[src/rtl/demo_sequencer.sv]
// demo_sequencer: tempo-driven song player that decodes ROM steps onto an oscillator bank
//   clk, rst_n            clock, synchronous active-low reset
//   play, pause, loop     transport levels (stop-and-rewind, freeze, wrap at end)
//   tempo_div             ticks per step, latched each time a step loads (0 acts as 1)
//   rom_addr, rom_data    song ROM interface, NUM_VOICES packed 16-bit voices per word
//   pitches, waveforms, channel_ena  registered per-channel oscillator controls
//   playing, step, song_done         status (step/song_done are one-cycle pulses)
module demo_sequencer #(
  parameter int SONG_LENGTH = 128,
  parameter int TICK_DIVIDE = 100,
  parameter int ROM_LATENCY = 1,
  parameter int NUM_VOICES = 6,
  parameter int CPV = 4,
  parameter int NUM = 25,
  parameter int C = 12
) (
  input  logic                           clk,
  input  logic                           rst_n,
  input  logic                           play,
  input  logic                           pause,
  input  logic                           loop,
  input  logic [7:0]                     tempo_div,
  output logic [$clog2(SONG_LENGTH)-1:0] rom_addr,
  input  logic [NUM_VOICES*16-1:0]       rom_data,
  output logic [NUM*C-1:0]               pitches,
  output logic [NUM*2-1:0]               waveforms,
  output logic [NUM-1:0]                 channel_ena,
  output logic                           playing,
  output logic                           step,
  output logic                           song_done
);
  localparam int AW = $clog2(SONG_LENGTH);
  localparam int NCH = NUM_VOICES * CPV;
  localparam int HALF = (CPV + 1) / 2;
  localparam int PW = TICK_DIVIDE > 1 ? $clog2(TICK_DIVIDE) : 1;
  localparam int FW = ROM_LATENCY > 1 ? $clog2(ROM_LATENCY) : 1;
  localparam logic [AW-1:0] LAST = AW'(SONG_LENGTH - 1);

  if (NUM < NCH) begin : g_bad_num
    $error("demo_sequencer: NUM must be at least NUM_VOICES*CPV");
  end
  if (TICK_DIVIDE < 1 || ROM_LATENCY < 1) begin : g_bad_timing
    $error("demo_sequencer: TICK_DIVIDE and ROM_LATENCY must be at least 1");
  end

  typedef enum logic [1:0] {IDLE, FETCH, HOLD, DONE} state_t;

  state_t state, state_n;
  logic [AW-1:0] addr_n;
  logic [PW-1:0] pre;
  logic [7:0] tick, tempo;
  logic [FW-1:0] fcnt;
  logic load, clr, fin;
  logic fetch_last, pre_wrap, hold_last, marker, addr_last;
  logic [NUM*C-1:0] dec_pitch;
  logic [NUM*2-1:0] dec_wave;
  logic [NUM-1:0] dec_ena;

  assign fetch_last = fcnt == FW'(ROM_LATENCY - 1);
  assign pre_wrap = pre == PW'(TICK_DIVIDE - 1);
  // HOLD spans tempo ticks of TICK_DIVIDE cycles; this is its final cycle
  assign hold_last = pre_wrap && tick == tempo - 8'd1;
  assign marker = rom_data[15:0] == 16'hFFFF;
  assign addr_last = rom_addr == LAST;

  for (genvar i = 0; i < NUM; i++) begin : g_ch
    if (i < NCH) begin : g_v
      localparam int V = i / CPV;
      localparam int K = i % CPV;
      localparam logic L1 = K < 1;
      localparam logic L2 = K < HALF;
      logic [15:0] w;
      assign w = rom_data[V*16 +: 16];
      assign dec_pitch[i*C +: C] = C'(w[15:4]);
      assign dec_wave[i*2 +: 2] = w[1:0];
      // vol 1 lights the lowest channel, vol 2 the lower half (rounded up), vol 3 all
      assign dec_ena[i] = (w[3:2] == 2'd3) | (w[3:2] == 2'd2 & L2) | (w[3:2] == 2'd1 & L1);
    end else begin : g_z
      assign dec_pitch[i*C +: C] = '0;
      assign dec_wave[i*2 +: 2] = '0;
      assign dec_ena[i] = 1'b0;
    end
  end

  always_comb begin
    state_n = state;
    addr_n = rom_addr;
    load = 1'b0;
    clr = 1'b0;
    fin = 1'b0;
    if (!play) begin
      state_n = IDLE;
      addr_n = '0;
      clr = 1'b1;
    end else begin
      case (state)
        IDLE: state_n = FETCH;
        FETCH: if (fetch_last) begin
          if (!marker) begin
            state_n = HOLD;
            load = 1'b1;
          end else if (loop && rom_addr != '0) begin
            addr_n = '0;
          end else begin
            state_n = DONE;
            addr_n = '0;
            clr = 1'b1;
            fin = 1'b1;
          end
        end
        HOLD: if (!pause && hold_last) begin
          if (!addr_last || loop) begin
            state_n = FETCH;
            addr_n = addr_last ? '0 : rom_addr + AW'(1);
          end else begin
            state_n = DONE;
            addr_n = '0;
            clr = 1'b1;
            fin = 1'b1;
          end
        end
        default: state_n = state;
      endcase
    end
  end

  always_ff @(posedge clk) begin
    if (!rst_n) begin
      state <= IDLE;
      rom_addr <= '0;
    end else begin
      state <= state_n;
      rom_addr <= addr_n;
    end
  end

  always_ff @(posedge clk) begin
    if (!rst_n) begin
      pre <= '0;
      tick <= '0;
      tempo <= 8'd1;
      fcnt <= '0;
      pitches <= '0;
      waveforms <= '0;
      channel_ena <= '0;
      playing <= 1'b0;
      step <= 1'b0;
      song_done <= 1'b0;
    end else begin
      fcnt <= (state == FETCH && state_n == FETCH && !fetch_last) ? fcnt + FW'(1) : '0;
      step <= load;
      song_done <= fin;
      playing <= state_n == FETCH || state_n == HOLD;
      if (load) begin
        tempo <= (tempo_div == 8'd0) ? 8'd1 : tempo_div;
        pre <= '0;
        tick <= '0;
      end else if (state == HOLD && !pause) begin
        pre <= pre_wrap ? '0 : pre + PW'(1);
        tick <= pre_wrap ? tick + 8'd1 : tick;
      end
      if (load) begin
        pitches <= dec_pitch;
        waveforms <= dec_wave;
        channel_ena <= dec_ena;
      end else if (clr) begin
        pitches <= '0;
        waveforms <= '0;
        channel_ena <= '0;
      end
    end
  end
endmodule

[config.mk]
export PLATFORM = sky130hd
export DESIGN_NAME = demo_sequencer
export DESIGN_NICKNAME = d
export VERILOG_FILES = /design/src/rtl/demo_sequencer.sv
export SDC_FILE = /design/constraint.sdc
export NUM_CORES = 1
export LEC_CHECK = 0
export CAP_MARGIN = 20
export CORE_AREA = 3 3 191 193
export CTS_CLUSTER_DIAMETER = 60
export CTS_CLUSTER_SIZE = 12
export DETAILED_ROUTE_END_ITERATION = 16
export DIE_AREA = 0 0 194 196
export DONT_BUFFER_PORTS = 1
export GPL_ROUTABILITY_DRIVEN = 0
export PLACE_DENSITY = 0.38
export SYNTH_ARGS = -nofsm -noshare
export SYNTH_HDL_FRONTEND = slang
export SYNTH_SLANG_ARGS = --single-unit
[constraint.sdc]
create_clock -name clk -period 3.25 [get_ports clk]
set_input_delay 0.975 -clock clk [delete_from_list [all_inputs] [get_ports clk]]
set_output_delay 0.975 -clock clk [all_outputs]
set_load 0.005 [all_outputs]
==> out/results.tsv <==
metric	value	unit
status	complete, no violations	
path_cells	inv_1 -> ha_1 -> xor2_1 -> nor3b_1 -> o21ai_0 -> or3_1 -> o31ai_4 -> buf_12 -> o21ai_0	
final_common_cell	dfxtp_1	
cts.clk_slew.worst_paths	0.07	ns
clockRootBuffer	clkbuf_16	
grt_overflow	0	
hold_ws	0.502	ns
die_h	196	µm
synthXorXnorAreaFrac	1.95	%
grt_pass1_vias	5676	
power.leakage	2.53	nW
ys_async_sr_fraction	0	%
cpMostUsedCell	o21ai_0	
tns	0	ns
path_max_fanout	55	
post-route-period-util	88.2	%
clock_latency	0.44	ns
synthFlopType	dfxtp_1	
cp.arrival	3.18	ns
clock_sinks	138	
synth_top_family_by_area	buffers and inverters	
htreeDepth	4	
synth-adder-area-share	1.47	%
hold_viol	0	
yosys-top-cells-area	dfxtp_1, buf_4, a32oi_1	
synth.yosys.seq_area_share	32.4	%
synth_edf_count	0	
worstMarginPinSlew	1.06	ns
nets	877	
final-setup-viol-count	0	
ios	494	
wl	27.2	mm
grt_max_degree	63	
cts_resized	0	
min_path_type	register to register	
dpl.hpwl	19.4	mm
synth-simple-area-share	14.6	%
mostFrequentLayoutCells	dfxtp_1, nand2_1, o21ai_0, a32oi_1, nand3_1	
numCtsBuffers	17	
synthToLayoutAreaGrowth	-8.91	%
crit_type	register to register	
yosysWarnings	0	
synth_area_leader_cell	dfxtp_1	
finish.instance_area	7760	µm²
antenna_found_initial	1	
skew	0.00813	ns
fin_crit	2.87	ns
fmax	349	MHz
power_density	545	nW/µm²
crit_path_start	tempo[0]	
r2r.worst_path.cells	9	
synth_compound_area_share	21.4	%
hold_buffers	0	
ant_nets	0	
cts_tree	done	
fp.coreArea	34700	µm²
grt_pass1_wl	39.3	mm
drv_cap	0	
regToRegStartpoint	tempo[0]	
ys_types	57	
startpoint_type	register	
vias	6089	
cts.path.max_buffers	2	
start_util	24.6	%
holdCritStartpoint	pre[0]	
drc	0	
maxSlewHeadroom	29.4	%
postCtsSetupBuffers	0	
utilization	22.4	%
fill_cells	3788	
grt_setup_unrepaired	false	
track_usage	13.6	%
port_buffers	0	
drt_iter0_markers	465	
synth_seq_cells	138	
die_x	194	µm
viasPerCell	4.96	
cp-end-kind	register	
drt_first_pass_iters	5	
drv_slew	0	
netlist.area_leader.share	32.4	%
r2r_slack	0.38	ns
syn-cell-area	8520	µm²
synth.avg_cell_area	8.19	µm²
wl_per_cell	22.2	µm
synthCells	1041	
synthMuxAreaShare	0.117	%
placement_rows	68	
min_path_cells	2	
critPathRequiredTime	3.56	ns
cp_slowest_stage_delay	0.53	ns
slowest_stage	or3_1	
die_area	38000	µm²
place_area	7100	µm²
vdd.ir_drop.worst	348	µV
drive_gt1_share	9.34	%
==> power breakdown <==
part	internal (mW)	switching (mW)	leakage (nW)
clock network	1.43	0.820	0.317
logic	0.0557	0.139	1.10
registers	1.72	0.0656	1.11
==> worst max-delay path: cells and delay by family, from the launching register on <==
family          cells  cell delay [ns]
compound gates      3             0.66
fa+ha+maj           1             0.30
xor+xnor            1             0.23
buf+inv             2             0.36
flops               1             0.41
simple gates        2             0.72
==> logic make-up (layout without fill, tap and decap cells) <==
logic type,after synthesis,count (layout)
buf+inv,353,68
simple gates,265,265
mux,1,1
flops,138,138
xor+xnor,19,19
compound gates,254,254
fa+ha+maj,10,10
other cells,1,17
==> per-stage QoR <==
step / power (mW) / worst slack (ns) / instances
after global placement: 2.02 / 0.189 / 1194
after floorplan: 2.03 / 0.597 / 1056
after detailed placement: 2.02 / 0.249 / 1194
after CTS: 4.32 / 0.369 / 1226
final: 4.23 / 0.383 / 1227
after global routing: 4.39 / 0.119 / 1227
==> final timing paths <==
path,endpoint
worst min register to register,pre[0]
worst min-delay path,pre[0]
worst max register to register,pitches[85]
worst max-delay path,pitches[85]
==> flip-flops by register name (all words and copies together), names as in the netlist <==
register and flops:
pitches 72, channel_ena 18, waveforms 12, tempo 8
tick 8, pre 7, rom_addr 7, state 2
fcnt 1, playing 1, song_done 1, step 1
==> final cells by class <==
type                            count  area (µm²)  area share, %
Antenna cell                        1        2.50         0.0322
Clock buffer                       22         474           6.11
Clock inverter                     10         188           2.42
Inverter                           13        51.3          0.661
Multi-Input combinational cell    565        3440           44.4
Sequential cell                   138        2760           35.6
Tap cell                          455         569           7.33
Timing Repair Buffer               23         273           3.51
==> synthesized netlist by cell type, types with 5 or more instances <==
| cell type | n |
|---|---|
| nor4_1 | 8 |
| dfxtp_1 | 138 |
| buf_4 | 273 |
| ha_1 | 10 |
| nand3_1 | 37 |
| nand2_1 | 125 |
| nor2b_1 | 7 |
| a21oi_1 | 10 |
| o21ai_0 | 94 |
| a32oi_1 | 86 |
| clkbuf_2 | 6 |
| inv_1 | 12 |
| nor2_1 | 24 |
| xor2_1 | 11 |
| a22o_1 | 5 |
| nand4_1 | 18 |
| o211ai_1 | 9 |
| nand2b_1 | 5 |
| o221a_2 | 5 |
| o21ai_1 | 7 |
| and3_1 | 11 |
| nor3_1 | 13 |
| clkbuf_1 | 56 |
| xnor2_1 | 8 |
==> metal layers <==
| layer | GRT usage (%) | part of all wire (%) | vias to the layer above |
|---|---|---|---|
| li1 | - | - | 2846 |
| met1 | 17.5 | 44 | 2960 |
| met2 | 22.0 | 49 | 267 |
| met3 | 4.21 | 6.3 | 16 |
| met4 | 3.75 | 1.0 | 0 |
| met5 | 0 | 0 | - |
Power figures use the tool's default switching activity.
